[config.mk]
export PLATFORM = sky130hd
export DESIGN_NAME = master_spi
export DESIGN_NICKNAME = d
export VERILOG_FILES = /design/src/rtl/master_spi_pkg.sv /design/src/rtl/master_spi_sync_2ff.sv /design/src/rtl/master_spi.sv
export SDC_FILE = /design/constraint.sdc
export NUM_CORES = 1
export LEC_CHECK = 0
export ABC_CLOCK_PERIOD_IN_PS = 1600
export CORE_ASPECT_RATIO = 0.5
export CORE_MARGIN = 2
export CORE_UTILIZATION = 48
export DETAILED_ROUTE_END_ITERATION = 7
export PLACE_DENSITY_LB_ADDON = 0.2
export SYNTH_ARGS = -nofsm -noshare
export SYNTH_HDL_FRONTEND = slang
export SYNTH_HIERARCHICAL = 1
export SYNTH_SLANG_ARGS = --single-unit
[constraint.sdc]
create_clock -name Clock -period 1.6 [get_ports Clock]
set_input_delay 0.24 -clock Clock [delete_from_list [all_inputs] [get_ports Clock]]
set_output_delay 0.24 -clock Clock [all_outputs]
set_load 0.02 [all_outputs]
[src/rtl/master_spi_pkg.sv]
// Shared definitions for the SPI mode-0 master: FSM encoding and frame constants
// that the companion slave block uses as well.
package master_spi_pkg;

    typedef enum logic [2:0] {
        ST_IDLE  = 3'd0,
        ST_SETUP = 3'd1,
        ST_HIGH  = 3'd2,
        ST_LOW   = 3'd3,
        ST_HOLD  = 3'd4,
        ST_GAP   = 3'd5
    } state_t;

    localparam logic        SPI_CPOL   = 1'b0;
    localparam int unsigned FRAME_BITS = 8;

endpackage

[src/rtl/master_spi_sync_2ff.sv]
// Two-flop synchronizer for a single asynchronous input bit.
module master_spi_sync_2ff (
    input  logic Clock,
    input  logic Reset,
    input  logic d,
    output logic q
);

    logic meta_reg;
    logic q_reg;

    always_ff @(posedge Clock) begin
        if (!Reset) begin
            meta_reg <= 1'b0;
            q_reg    <= 1'b0;
        end else begin
            meta_reg <= d;
            q_reg    <= meta_reg;
        end
    end

    assign q = q_reg;

endmodule

[src/rtl/master_spi.sv]
// SPI mode-0 master: one full-duplex 8-bit frame per accepted Start_i, with CS
// setup/hold and an inter-frame gap of HALF_PERIOD clocks each.
module master_spi
    import master_spi_pkg::*;
#(
    parameter int HALF_PERIOD = 197,
    parameter int BITS        = 8
) (
    input  logic            Clock,
    input  logic            Reset,
    input  logic            Start_i,
    input  logic [BITS-1:0] Data_i,
    output logic [BITS-1:0] Data_o,
    output logic            Busy_o,
    output logic            Done_o,
    output logic            CS_o,
    output logic            SCK_o,
    output logic            MOSI_o,
    input  logic            MISO_i
);

    localparam int CW = (HALF_PERIOD > 1) ? $clog2(HALF_PERIOD) : 1;

    state_t          state_reg, state_next;
    logic [CW-1:0]   cnt_reg, cnt_next;
    logic [2:0]      bit_reg, bit_next;
    logic [BITS-1:0] tx_reg, tx_next;
    logic [BITS-1:0] rx_reg, rx_next;
    logic [BITS-1:0] data_reg, data_next;
    logic            cs_reg, cs_next;
    logic            sck_reg, sck_next;
    logic            mosi_reg, mosi_next;
    logic            busy_reg, busy_next;
    logic            done_reg, done_next;
    logic            miso_sync;
    logic            phase_end;
    logic            last_bit;

    master_spi_sync_2ff u_sync (
        .Clock (Clock),
        .Reset (Reset),
        .d     (MISO_i),
        .q     (miso_sync)
    );

    assign phase_end = (cnt_reg == CW'(HALF_PERIOD - 1));
    assign last_bit  = (bit_reg == 3'(FRAME_BITS - 1));

    always_ff @(posedge Clock) begin
        if (!Reset) begin
            state_reg <= ST_IDLE;
        end else begin
            state_reg <= state_next;
        end
    end

    always_comb begin
        state_next = state_reg;
        case (state_reg)
            ST_IDLE:  if (Start_i)   state_next = ST_SETUP;
            ST_SETUP: if (phase_end) state_next = ST_HIGH;
            ST_HIGH:  if (phase_end) state_next = last_bit ? ST_HOLD : ST_LOW;
            ST_LOW:   if (phase_end) state_next = ST_HIGH;
            ST_HOLD:  if (phase_end) state_next = ST_GAP;
            ST_GAP:   if (phase_end) state_next = ST_IDLE;
            default:                 state_next = ST_IDLE;
        endcase
    end

    // Pin and datapath updates are computed here and registered below, so
    // every output is a flop and changes exactly on a phase boundary.
    always_comb begin
        cnt_next  = (state_reg == ST_IDLE || phase_end) ? '0 : cnt_reg + 1'b1;
        bit_next  = bit_reg;
        tx_next   = tx_reg;
        rx_next   = rx_reg;
        data_next = data_reg;
        cs_next   = cs_reg;
        sck_next  = sck_reg;
        mosi_next = mosi_reg;
        busy_next = busy_reg;
        done_next = 1'b0;
        case (state_reg)
            ST_IDLE: begin
                if (Start_i) begin
                    cs_next   = 1'b0;
                    mosi_next = Data_i[BITS-1];
                    tx_next   = Data_i;
                    busy_next = 1'b1;
                    bit_next  = '0;
                end
            end
            ST_SETUP, ST_LOW: begin
                if (phase_end) sck_next = ~SPI_CPOL;
            end
            ST_HIGH: begin
                if (phase_end) begin
                    rx_next  = {rx_reg[BITS-2:0], miso_sync};
                    sck_next = SPI_CPOL;
                    if (last_bit) begin
                        bit_next = '0;
                    end else begin
                        bit_next  = bit_reg + 1'b1;
                        tx_next   = {tx_reg[BITS-2:0], 1'b0};
                        mosi_next = tx_reg[BITS-2];
                    end
                end
            end
            ST_HOLD: begin
                if (phase_end) begin
                    cs_next   = 1'b1;
                    mosi_next = 1'b0;
                    done_next = 1'b1;
                    data_next = rx_reg;
                end
            end
            ST_GAP: begin
                if (phase_end) busy_next = 1'b0;
            end
            default: ;
        endcase
    end

    always_ff @(posedge Clock) begin
        if (!Reset) begin
            cnt_reg  <= '0;
            bit_reg  <= '0;
            tx_reg   <= '0;
            rx_reg   <= '0;
            data_reg <= '0;
            cs_reg   <= 1'b1;
            sck_reg  <= SPI_CPOL;
            mosi_reg <= 1'b0;
            busy_reg <= 1'b0;
            done_reg <= 1'b0;
        end else begin
            cnt_reg  <= cnt_next;
            bit_reg  <= bit_next;
            tx_reg   <= tx_next;
            rx_reg   <= rx_next;
            data_reg <= data_next;
            cs_reg   <= cs_next;
            sck_reg  <= sck_next;
            mosi_reg <= mosi_next;
            busy_reg <= busy_next;
            done_reg <= done_next;
        end
    end

    assign Data_o = data_reg;
    assign Busy_o = busy_reg;
    assign Done_o = done_reg;
    assign CS_o   = cs_reg;
    assign SCK_o  = sck_reg;
    assign MOSI_o = mosi_reg;

endmodule

# Yosys cells after proc, flatten, opt, wreduce, memory -nomap -nowiden
# Index checks and enable logic that the tools add are counted.
[word_totals]
reg_bits = 44
inputBits = 12
[op_classes]
mux = 27
reduce_logical = 19
bitwise_logic = 1
eq_ne = 13
add_sub_neg = 2
[op_table]
columns = ["cell", "count"]
rows = [
  ["$mux W3", 9],
  ["$mux W7", 3],
  ["$pmux W3 S5", 1],
  ["$pmux W7 S2", 1],
  ["$reduce_and A3 Y1", 4],
  ["$ne A2 B2 Y1 const B", 5],
  ["$reduce_and A5 Y1", 2],
  ["$eq A3 B3 Y1 const B", 3],
  ["$add A8 B1 Y8 const B", 1],
  ["$eq A8 B8 Y1 const B", 1],
  ["$mux W1", 8],
  ["$reduce_bool A2 Y1", 4],
  ["$eq A3 B2 Y1 const B", 2],
  ["$pmux W1 S2", 3],
  ["$pmux W3 S2", 1],
  ["$reduce_and A2 Y1", 3],
  ["$reduce_and A4 Y1", 1],
  ["$reduce_or A2 Y1", 2],
  ["$add A3 B1 Y3 const B", 1],
  ["$eq A3 B1 Y1 const B", 1],
  ["$logic_not A3 Y1", 1],
  ["$pmux W1 S3", 1],
  ["$reduce_bool A3 Y1", 1],
  ["$ne A2 B1 Y1 const B", 1],
  ["2 further kinds", 2],
]

# Longest topological paths before layout
[depth]
word_depth = 4
depth_mapped = 7
ltp_nobuf = 6

# By module
# The synthesis kept the hierarchy.
[by_module_without_submodules]
columns = ["module", "seq_area_each_um2", "area_each_um2", "instances", "cells_each"]
rows = [
  ["master_spi", 840.8, 1835.5, 1, 205],
  ["master_spi_sync_2ff", 40.0, 52.6, 1, 4],
]

# Worst setup path before layout
# Ideal clock, no wire load.
[synth_timing]
kind = "flip-flop to flip-flop"
start = "reg cnt_reg[2]"
end = "reg data_reg[0] (netlist: Data_o[0])"
stages_incl_launch_ff = 6
setup_slack_ps = -99
t_arrival_ps = 1571
setup_ps = 128
required_time_ps = 1472
synth_period_minus_slack_ps = 1699
path_cell_list = "dfxtp_1 -> or3b_1 -> or4_1 -> buf_4 -> mux2i_1 -> nor2_1"
[synth_via]
elab_chain_cells = 2
[synth_rtl]
columns = ["element", "line", "source"]
rows = [
  ["start: declaration", "master_spi.sv:25", "logic [CW-1:0] cnt_reg, cnt_next;"],
  ["start signal: assignment", "master_spi.sv:137", "cnt_reg <= cnt_next;"],
  ["$eq A8 B8 Y1", "master_spi.sv:46", "assign phase_end = (cnt_reg == CW'(HALF_PERIOD - 1));"],
  ["$reduce_and A2 Y1 (no source line)", "-", ""],
  ["end signal: assignment", "master_spi.sv:141", "data_reg <= data_next;"],
  ["end: declaration", "master_spi.sv:29", "logic [BITS-1:0] data_reg, data_next;"],
]
# No other way between the ends.
# A chain may end at the register's enable or synchronous reset.

# Worst setup path after layout
[layout_timing]
start = "reg cnt_reg[2]"
end = "reg data_reg[3] (netlist: Data_o[3])"
# The elaborated chain is that of the path after synthesis.

==> summary.md <==
| Metric | Value |
|---|---|
| Die Y | 48.35 µm |
| Critical path required time | around 1.8 ns |
| Vias in the first global route | approximately 1,600 |
| Number of diodes | 0 |
| Avg Synthesized Cell Area | about 9.0 µm² |
| Yosys reg bits | 44 |
| Sequential fraction of design power | 51.0% |
| I/O pin count | 25 |
| Slowest stage cell on the critical path | or4_4 |
| Multiplexer share of the synthesized area | roughly 8.0% |
| Worst setup path class | reg -> reg |
| Worst path arrival time | 1.85 ns |
| Async SR Flop Fraction | 0% |
| Synth Area in Compound Gates | 13.98% |
| Post-Synth Simple-Gate Area | roughly a fifth |
| Largest area contributor in the netlist | dfxtp_1 |
| GRT overflow | 0 |
| Clk_lat worst skew | 0.31 ns |
| Initial antenna violation count | 0 |
| Cts bufs inserted | 5 |
| CTS tree | built |
| CTS root buf | clkbuf_8 |
| Antenna Nets Post-Route | 0 |
| RSZ-0062 raised after global routing | true |
| Setup Skew | 0.008568 ns |
| Measured slew at the worst slew-check pin | 0.3429 ns |
| Post-route DRC | 0 |
| Post-detail-place hpwl | 2965 µm |
| Largest net degree at the start of global routing | 21 |
| IO Port Bufs | 24 |
| PwrDens | around 870 mW/mm² |
| GP Congestion | 0.8896 |
| Most frequent cells after synthesis | dfxtp_1, a21oi_1, nor2_1 |
| Core Util, Final | 66.47% |
| Most frequent cell after synthesis | dfxtp_1 |
| Synth Flop Type | dfxtp_1 |
| Die Area | 0.004482 mm² |
| CTS sink cnt | between 40 and 50 |
| HP Class | reg -> reg |
| Initial Util | 49.12% |
| FF-to-FF End | Data_o[3] |
| Layout area overhead | 35.32% |
| Via count | 1,653 |
| Synth top area cells | dfxtp_1, mux2i_1, a21oi_1 |
| Design internal power | 1725 µW |
| # nets final | 274 |
| Worst hold slack | 0.4413 ns |
| Post-synthesis sequential area ratio | between 40% and 50% |
| Fin worst setup slack | -0.04580 ns |
| Post-Synthesis Cells | 209 |
| Switch Pwr | 501.8 µW |
| Tcrit/Tclk final | 102.9% |
| Critical path's largest stage delay | between 0.5 and 0.6 ns |
| Status | finished, violations left |
| Clk buf depth | 2 |
| Sw Share | 22.53% |
| Setup Viol. Count Final | 8 |
| HP Start | u_sync/meta_reg |
| Worst path cell trace | or3b_4, or4_4, mux2i_1, nor2_1 |
| Slew Limit Headroom | between 70% and 80% |
| Failing checks | negative setup slack |
| CP Capture Type | flip-flop |
| DR WL/cell | about 14 µm |
| Cell area after layout | 0.002555 mm² |
| # H-tree levels | 2 |
| Post-Synth XOR/XNOR Area | 2.783% |
| Core area | 0.003844 mm² |
| Layout cell share with drive strength beyond 1 | 23.17% |
| Cell Area, Placed | 0.002371 mm² |
| Total Power | ~2200 µW |
| # rows | 16 |
| Final Hold Fails | 0 |
| Number of synthesized flops with an enable pin | 0 |
| Synth top area share | 46.65% |
| Die X | 92.70 µm |
| Post-layout min period | between 1.5 and 2 ns |
| Worst-case reg-to-reg path depth | 4 |
| Overall Global Routing Usage | between 20% and 30% |
| End of the worst hold path | u_sync/q |
| Max Freq | 607.6 MHz |
| Clk pwr share | 41.0% |
| Worst R2R Start | cnt_reg[2] |
| DP Worst Slack | -0.3338 ns |
| CP bufs+invs | 0 |
| Largest family of logic cells by synthesized area | simple AND/OR/NAND/NOR gates |
| Register-to-Register Setup Slack | -0.05 ns |
| Yosys cell types | 41 |
| Mapped Area | 0.001888 mm² |
| Vias per cell | roughly 5.3 |
| Synth warn | 6 |
| Initial DRC Count | ~150 |
| DRT Pass-1 Iters | 4 |
| Clk pin slew, worst setup/hold paths | 0.09 ns |
| Crit-path max FO | 10 |
| CP Launch Type | flip-flop |
| First-pass GRT wire length | roughly 7400 µm |
| Leak | 0.001074 µW |
| Syn_nets | 225 |
| # Max-Cap Violations | 0 |
| Fin. max-slew vios | 0 |
| Routed WL | 4419 µm |
| Peak supply drop | roughly 0.00044 V |
| Delay-heaviest family, CP | simple AND/OR/NAND/NOR gates |
| Hold Path Stages | 1 |
| Post-Synth Adder-Cell Area | between 2 and 3% |
| Logic pwr share | around 8% |
-- cells in the final DEF (no fill, tap or decap), types with 3 or more instances in the layout --
| cell type | Yosys | final |
|---|---|---|
| nor3_1 | 3 | 3 |
| a311oi_1 | 6 | 6 |
| inv_1 | 5 | 3 |
| buf_4 | 2 | 29 |
| dfxtp_1 | 44 | 38 |
| and2_1 | 3 | 3 |
| mux2i_1 | 15 | 15 |
| clkbuf_8 | 0 | 6 |
| nor2_1 | 21 | 21 |
| o21ai_0 | 3 | 3 |
| nand3_1 | 19 | 19 |
| inv_2 | 1 | 3 |
| nand2_1 | 15 | 15 |
| clkdlybuf4s50_1 | 0 | 24 |
| dfxtp_2 | 0 | 6 |
| xor2_1 | 4 | 4 |
| a21oi_1 | 21 | 21 |
-- power by group through the flow --
stage / Combinational, µW / Sequential, µW / Clock [µW]
2_1_floorplan: 83.3 / 1170 / 0
3_3_place_gp: 162 / 1160 / 0
3_5_place_dp: 167 / 1160 / 0
4_1_cts: 174 / 1140 / 933
5_1_grt: 193 / 1140 / 972
6_report: 177 / 1140 / 914
-- worst register-to-register path: stages (launching register included) --
cell     delay, ns
dfxtp_2       0.34
or3b_4        0.40
or4_4         0.55
mux2i_1       0.20
nor2_1        0.05
-- worst max path at each step --
stage	from	endpoint	slack, ns	depth (start not counted)
5_1_grt	cnt_reg[3]	Data_o[3]	-0.11	4
3_5_place_dp	Start_i	tx_reg[2]	-0.33	5
2_1_floorplan	cnt_reg[1]	Data_o[0]	-0.01	7
6_report	cnt_reg[2]	Data_o[3]	-0.05	4
4_1_cts	cnt_reg[1]	Data_o[3]	-0.06	6
3_3_place_gp	Start_i	tx_reg[4]	-0.22	5
-- final cells by class --
type,count,area [µm²]
inverters,6,22.52
well taps,54,67.56
repair buffers,55,474.2
clock buffers,6,82.58
fillers,332,1289
multi-input cells,146,980.9
clock inverters,2,38.79
flip-flops and latches,44,888.4
-- metrics by stage --
step / TNS [ns] / std cells
CTS: -0.3862 / 312
detailed placement: -2.974 / 302
global placement: -2.307 / 302
global route: -0.7559 / 313
floorplan: -0.09942 / 209
finish: -0.2744 / 313
-- repair_timing --
action                                  in CTS  in global routing
gates cloned                                 1                  1
pin swaps                                    2                  4
resized for setup                            3                  9
hold buffers                                 0                  0
buffers inserted                             1                  0
endpoints found under the setup margin      15                 16
-- layer usage --
metal | up-vias | track usage, % | part of all wire, %
met2 | 22 | 35.64 | 46
met3 | 8 | 5.296 | 3.4
met5 | - | 0 | 0
met4 | 0 | 7.353 | 1.4
li1 | 837 | - | -
met1 | 786 | 26.32 | 49
-- cell families after synthesis --
kind of cell               count (synthesis)
AOI/OAI and AO/OA                         41
xor gates and xnor gates                   6
adders and majority gates                  4
buffers and inverters                     20
DFF                                       44
muxes                                     15
and+or+nand+nor                           79
Power figures use the tool's default switching activity.
